### src/rtl/uart_rx_fifo.sv
// uart_rx_fifo: configurable UART receiver storing per-word parity/framing flags in an FWFT FIFO
module uart_rx_fifo #(
  parameter int CLKS_PER_BIT = 1302,
  parameter int DATA_BITS = 8,
  parameter int PARITY = 0,
  parameter int STOP_BITS = 1,
  parameter int LSB_FIRST = 1,
  parameter int FIFO_DEPTH = 4
) (
  input  logic                          clk,
  input  logic                          i_reset,
  input  logic                          i_rx,
  output logic [DATA_BITS-1:0]          o_data,
  output logic                          o_parity_err,
  output logic                          o_frame_err,
  output logic                          o_valid,
  input  logic                          i_ready,
  output logic                          o_overrun,
  input  logic                          i_clear_err,
  output logic [$clog2(FIFO_DEPTH):0]   o_count
);
  localparam int TW = $clog2(CLKS_PER_BIT);
  localparam int AW = $clog2(FIFO_DEPTH);
  localparam int WW = DATA_BITS + 2;
  localparam logic [TW-1:0] HALF_M1 = TW'(CLKS_PER_BIT / 2 - 1);
  localparam logic [TW-1:0] FULL_M1 = TW'(CLKS_PER_BIT - 1);
  localparam logic [3:0] LAST_D = 4'(DATA_BITS - 1);
  localparam logic [3:0] LAST_S = 4'(STOP_BITS - 1);
  localparam logic [AW:0] DEPTH = (AW + 1)'(FIFO_DEPTH);
  typedef enum logic [2:0] {IDLE, START, DATA, PAR, STOP, BRK} state_t;
  state_t state, state_n;
  logic rx_meta, rxs, rxs_d;
  logic [TW-1:0] timer;
  logic [3:0] bit_cnt;
  logic [DATA_BITS-1:0] shift;
  logic parity_err, frame_err, ferr_n, sample, push, pop, full, wr_en;
  logic [AW:0] wr_ptr, rd_ptr;
  logic [WW-1:0] mem [FIFO_DEPTH];
  logic [WW-1:0] head;
  always_ff @(posedge clk or posedge i_reset)
    if (i_reset) {rx_meta, rxs, rxs_d} <= '1;
    else {rx_meta, rxs, rxs_d} <= {i_rx, rx_meta, rxs};
  assign sample = state == START ? timer == HALF_M1
                : (state == DATA || state == PAR || state == STOP) && timer == FULL_M1;
  assign ferr_n = frame_err | ~rxs;
  always_comb begin
    state_n = state;
    push = 1'b0;
    case (state)
      IDLE:  if (rxs_d && !rxs) state_n = START;
      START: if (sample) state_n = rxs ? IDLE : DATA;
      DATA:  if (sample && bit_cnt == LAST_D) state_n = PARITY != 0 ? PAR : STOP;
      PAR:   if (sample) state_n = STOP;
      STOP:  if (sample && bit_cnt == LAST_S) begin
        push = 1'b1;
        state_n = ferr_n ? BRK : IDLE;
      end
      BRK:   if (rxs) state_n = IDLE;
      default: state_n = IDLE;
    endcase
  end
  always_ff @(posedge clk or posedge i_reset)
    if (i_reset) begin
      state <= IDLE;
      timer <= '0;
      bit_cnt <= '0;
      shift <= '0;
      parity_err <= 1'b0;
      frame_err <= 1'b0;
    end else begin
      state <= state_n;
      timer <= (state_n != state || sample || state == IDLE) ? '0 : timer + 1'b1;
      bit_cnt <= state_n != state ? '0 : sample ? bit_cnt + 1'b1 : bit_cnt;
      if (sample && state == DATA)
        shift <= LSB_FIRST != 0 ? {rxs, shift[DATA_BITS-1:1]} : {shift[DATA_BITS-2:0], rxs};
      parity_err <= state == IDLE ? 1'b0
                  : sample && state == PAR ? ^shift ^ rxs ^ (PARITY == 1) : parity_err;
      frame_err <= state == IDLE ? 1'b0 : sample && state == STOP ? ferr_n : frame_err;
    end
  assign o_count = wr_ptr - rd_ptr;
  assign o_valid = o_count != '0;
  assign full = o_count == DEPTH;
  assign pop = o_valid && i_ready;
  assign wr_en = push && (!full || pop);
  assign head = o_valid ? mem[rd_ptr[AW-1:0]] : '0;
  assign {o_parity_err, o_frame_err, o_data} = head;
  always_ff @(posedge clk or posedge i_reset)
    if (i_reset) begin
      wr_ptr <= '0;
      rd_ptr <= '0;
      o_overrun <= 1'b0;
    end else begin
      if (wr_en) wr_ptr <= wr_ptr + 1'b1;
      if (pop) rd_ptr <= rd_ptr + 1'b1;
      o_overrun <= (push && full && !pop) || (o_overrun && !i_clear_err);
    end
  always_ff @(posedge clk)
    if (wr_en) mem[wr_ptr[AW-1:0]] <= {parity_err, ferr_n, shift};
endmodule

### config.mk
export PLATFORM = sky130hd
export DESIGN_NAME = uart_rx_fifo
export DESIGN_NICKNAME = d
export VERILOG_FILES = /design/src/rtl/uart_rx_fifo.sv
export SDC_FILE = /design/constraint.sdc
export NUM_CORES = 1
export LEC_CHECK = 0
export BUFFER_PORTS_ARGS = -buffer_cell sky130_fd_sc_hd__clkbuf_2
export CORE_ASPECT_RATIO = 1.5
export CORE_MARGIN = 2
export CORE_UTILIZATION = 40
export CTS_BUF_LIST = sky130_fd_sc_hd__clkbuf_4 sky130_fd_sc_hd__clkbuf_8
export DETAILED_ROUTE_END_ITERATION = 12
export PLACE_DENSITY = 0.65
export SYNTH_ARGS = -nofsm -noshare
export SYNTH_HDL_FRONTEND = slang
export SYNTH_SLANG_ARGS = --single-unit
### constraint.sdc
create_clock -name clk -period 7.5 [get_ports clk]
set_input_delay 1.5 -clock clk [delete_from_list [all_inputs] [get_ports clk]]
set_output_delay 1.5 -clock clk [all_outputs]
set_load 0.005 [all_outputs]
# After elaboration in Yosys (flattened, before gate mapping)
# Memories as Yosys holds them, arrays and structs flattened.
# Cells that the tools add are included.
# totals
ff_bits	38
in_bits	5
mem_count	1
ram_bits	40
output_inout_bits	15
wordCells	82
# memory_table
name	words	width	rd	rd_clocked_by_memory_dff	wr	line	rtl
mem	4	10	1	0	1	38	logic [WW-1:0] mem [FIFO_DEPTH];
# classes
muxes	22
n_eq_ne	10
bitwise_logic	3
add_sub_neg	5
n_reduce_logical	29
# ops
op	count
$mux 3	7
$pmux 3 s6	1
$logic_and 1x1->1	12
$add 11x1->11 const B	1
$eq 11x10->1 const B	1
$eq 11x11->1 const B	1
$mux 11	1
$mux 10	1
$eq 3x3->1 const B	3
$mux 1	9
$mux 4	2
$reduce_xor 8->1	1
$add 3x1->3 const B	2
$eq 3x2->1 const B	2
$logic_or 1x1->1	6
$reduce_bool 2->1	3
$add 4x1->4 const B	1
$eq 4x3->1 const B	1
$logic_not 1->1	4
$logic_not 4->1	1
$eq 3x1->1 const B	1
$logic_not 3->1	1
$ne 3x3->1	1
$reduce_bool 3->1	1
other kinds (5)	5

# Depth between registers and ports, before layout
# depth
depth_word	12
depth_mapped	9
mapped_depth_nobuf	8

# Least setup slack after synthesis
# Ideal clock, no wire load.
# synth_path
path_type	reg2out
startpoint	reg wr_ptr[0]
endpoint	out o_data[0]
t_required_ps	6000
arrival_time_ps	1738
path_buffers	1
setup_slack_ps	4262
stages_incl_launch_ff	8
path_cell_list	dfrtp_1 inv_1 ha_1 fa_1 xnor3_1 nand3_1 clkbuf_1 and2_1
# synth_between
elab_chain_cells	3
# synth_lines
item	line	rtl
start: declaration	37	logic [AW:0] wr_ptr, rd_ptr;
start signal: assignment	93	if (wr_en) wr_ptr <= wr_ptr + 1'b1;
$sub 3x3->3	80	assign o_count = wr_ptr - rd_ptr;
$reduce_bool 3->1	81	assign o_valid = o_count != '0;
via o_valid	16	output logic o_valid,
$mux 10	85	assign head = o_valid ? mem[rd_ptr[AW-1:0]] : '0;
end: declaration	13	output logic [DATA_BITS-1:0] o_data,
# The timed path passes the listed nets, and every way through them passes these cells.

# Worst setup path after layout
# layout_path
startpoint	reg rd_ptr[0]
endpoint	out o_data[6]
# layout_between
elab_chain_cells	3
elab_cells_between_ends	4
cone_classes	add/sub: 1; mux: 1; reduce/logical: 1; memory: 1
# layout_lines
item	line	rtl
start: declaration	37	
start signal: assignment	94	if (pop) rd_ptr <= rd_ptr + 1'b1;
$sub 3x3->3	80	
$reduce_bool 3->1	81	
$mux 10 *	85	
# Every way passes the cells marked *; elsewhere a longest branch is shown, timed or not.

==> run_results.csv <==
group,metric,value,unit
status,outcome,"complete, no violations",
timing,clock.fmax,0.236,GHz
timing,setup_tns,0,ns
timing,maxSlewHeadroom,0.491,
floorplan,rows,43,
clock_network,hold_buffers,0,
route,remaining_drc_errors,0,
route,vias_per_cell,5.17,
timing,rsz0062_at_grt,"false",
yosys,synth_top_area_share,0.324,
power,power_frac_comb,0.169,
final_layout,final_area,4080,um2
clock_network,cts_made_buffers,9,
yosys,async_reset_ff_frac,0.487,
placed_design,dpl_cell_area,3880,um2
yosys,syn_area,3700,um2
yosys,synthFlopType,"edfxtp_1",
clock_network,clock_latency,0.35,ns
timing,worst_clock_skew,0.0102,ns
critical_path,crit_path_start_kind,"register",
route,vias,2131,
grt,grt_antenna_before_repair,0,
critical_path,crit_cells,6,
clock_network,ctsResizeCount,0,
critical_path,worstPathRequired,6.00,ns
grt,grt_max_degree,39,
critical_path,slowest_delay,0.66,ns
worst_hold_path,hold_path_class,"reg2reg",
power,netSwitchingPower,0.000291,W
critical_path,cp-endpoint,"o_data[6]",
power,p_per_area,247,nW/um2
floorplan,floorplan.initialDensity,0.405,
final_layout,fillerInstances,856,
final_layout,final_cell_mix,"40 x edfxtp_1, 35 x dfrtp_1, 19 x clkbuf_2",
critical_path,critPathTopFamily,"adder cells",
floorplan,die_area,10100,um2
floorplan,core_area,9150,um2
placed_design,place_inst,396,
critical_path,cp_data_arrival_time,2.74,ns
timing,min_period,4.24,ns
critical_path,crit_slowest_cell,"dfrtp_1",
placed_design,io_buffers,19,
timing,tightest_slew,0.764,ns
final_layout,layout_commonest_cell,"edfxtp_1",
route,ant_nets,0,
final_layout,synthToLayoutAreaGrowth,10.2,%
critical_path,r2r_end,"mem[3][3]$_DFFE_PP_",
floorplan,fp.dieW,82.6,um
grt,grt_util_all_layers,0.139,
power,total_power,0.00101,W
timing,hold_viol,0,
power,p_leak,1.73,nW
yosys,synth-edff-count,40,
clock_network,root_buffer,"clkbuf_8",
critical_path,critPathKind,"reg2out",
clock_network,clk_pin_slew,0.08,ns
grt,grt_pass1_wl,10.5,mm
critical_path,crit_buf_inv,1,
final_layout,drive_gt1_frac,0.223,
final_layout,multi_input_area,1420,um2
yosys,avgSynthCellArea,13.5,um2
yosys,synth.largest_area_cell,"edfxtp_1",
run,drv_cap,0,
final_layout,final_util,0.446,
yosys,synth-seq-cells,78,
final_layout,n_antenna_cell,0,
final_layout,final_nets,312,
floorplan,ios,20,
final_layout,instances_no_fill,412,
power,p_seq_frac,0.524,
power,internal_power,0.000718,W
clock_network,clock_sinks,78,
critical_path,setup.worst_path.end_class,"output pin",
yosys,yosys.cell_types.count,49,
yosys,ys_seq_area_frac,0.582,
power,clockPowerShare,0.307,
route,wire_per_inst,14.9,um
final_layout,seqCellArea,2160,um2
critical_path,r2r_start,"rd_ptr[0]$_DFFE_PP0P_",
critical_path,worst-r2r-cell-count,6,
route,dr.first_iter.drc_count,95,
clock_network,cts_max_level,3,
timing,fin_crit_sh,0.565,
power,swShare,0.288,
grt,globalRouteOverflowTotal,0,
yosys,syn_nets,292,
timing,setup_violations,0,
yosys,ys_warn_count,0,
critical_path,ff2ff_setup_slack,4.42,ns
clock_network,cts_tree,"yes",
yosys,syn_inst,275,
critical_path,setup.worst_path.start,"rd_ptr[0]$_DFFE_PP0P_",
grt,grt_pass1_vias,2209,
placed_design,place_hpwl,4.31,mm
timing,maxSlewViolCount,0,
yosys,synth_area_leaders,"edfxtp_1 32%, dfrtp_1 24%, mux4_2 6.1%",
clock_network,cts_buffer_depth,2,
power,vdd_drop_max,0.147,mV
critical_path,crit_fanout,13,
clock_network,postCtsSetupBuffers,0,
floorplan,die_y,122,um
route,drt_wl_total,6.13,mm
critical_path,crit_chain,"ha_1 > fa_1 > xnor3_1 > nand3_1 > and2_1 > clkbuf_2",
route,drtPass1Iterations,4,
placed_design,place.gp.congestion,0.812,
-- flip-flops by register name, summed over array words and instances, names as in the netlist --
| signal | count |
|---|---|
| timer | 11 |
| parity_err | 1 |
| frame_err | 1 |
| shift | 8 |
| rxs | 1 |
| rx_meta | 1 |
| o_overrun | 1 |
| mem | 40 |
| wr_ptr | 3 |
| rxs_d | 1 |
| bit_cnt | 4 |
| rd_ptr | 3 |
| state | 3 |
-- Yosys cell counts, drive strengths merged (2+ instances only) --
cell type / instances
or3: 2
inv: 18
and2: 14
xnor2: 13
nand4: 4
xnor3: 2
xor2: 7
nand2: 12
mux4: 10
nor3: 11
nand2b: 2
o31ai: 4
buf: 6
nor2: 15
edfxtp: 40
dfstp: 3
o2111ai: 2
clkbuf: 5
nor3b: 2
nand3: 9
a32oi: 2
o21ai: 7
ha: 11
and3: 2
dfrtp: 35
nor2b: 2
mux2: 9
a31oi: 2
a21oi: 8
and4b: 2
-- stage by stage --
step                      setup WS (ns)  hold WS [ns]
after floorplan                    4.26         0.345
after global placement             3.63         0.347
after detailed placement           3.52         0.347
after CTS                          3.13         0.359
after global routing               2.96         0.361
final                              3.26         0.359
-- worst min path at each step --
stage | from | to | slack (ns) | cells past startpoint
6_report | rx_meta$_DFF_PP1_ | rxs$_DFF_PP1_ | 0.36 | 0
5_1_grt | rx_meta$_DFF_PP1_ | rxs$_DFF_PP1_ | 0.36 | 0
4_1_cts | rx_meta$_DFF_PP1_ | rxs$_DFF_PP1_ | 0.36 | 0
3_5_place_dp | rx_meta$_DFF_PP1_ | rxs$_DFF_PP1_ | 0.35 | 0
3_3_place_gp | rx_meta$_DFF_PP1_ | rxs$_DFF_PP1_ | 0.35 | 0
2_1_floorplan | rx_meta$_DFF_PP1_ | rxs$_DFF_PP1_ | 0.35 | 0
-- worst reg2reg max path, cell delays in order, from the launching register on --
cell     delay, ns
dfrtp_1       0.84
ha_1          0.30
fa_1          0.43
inv_1         0.10
nor4_1        0.08
nor3_2        0.37
and2_1        0.58
-- logic make-up (layout without fill, tap and decap cells) --
kind of cell    Yosys count  in the layout  synth area share
compound gates           33             33            0.0639
xor+xnor                 22             22            0.0595
fa+ha+maj                12             12            0.0426
buf+inv                  29             54            0.0348
flops                    78             78             0.582
mux                      19             19            0.0882
simple gates             82             82             0.129
-- area by class of cell --
cell class                      instances  share of cell area
Tap cell                              112              0.0343
Clock buffer                            9              0.0304
Inverter                               18              0.0166
Clock inverter                          7              0.0178
Multi-Input combinational cell        168               0.347
Timing Repair Buffer                   20              0.0251
Sequential cell                        78               0.528
-- layer usage --
layer  up-vias  GRT usage  routed length (um)
li1       1038          -                   -
met1      1057      0.156                2560
met2        24      0.239                3290
met3        12     0.0341                 140
met4         0     0.0697                 143
met5         -          0                   0
-- power groups by stage --
stage / clock network [W] / registers, W / logic, W
after floorplan: 0 / 0.000502 / 0.000157
after global placement: 0 / 0.000540 / 0.000169
after detailed placement: 0 / 0.000540 / 0.000175
after CTS: 0.000320 / 0.000531 / 0.000176
after global routing: 0.000338 / 0.000539 / 0.000193
final: 0.000310 / 0.000528 / 0.000170
Power figures use the tool's default switching activity.
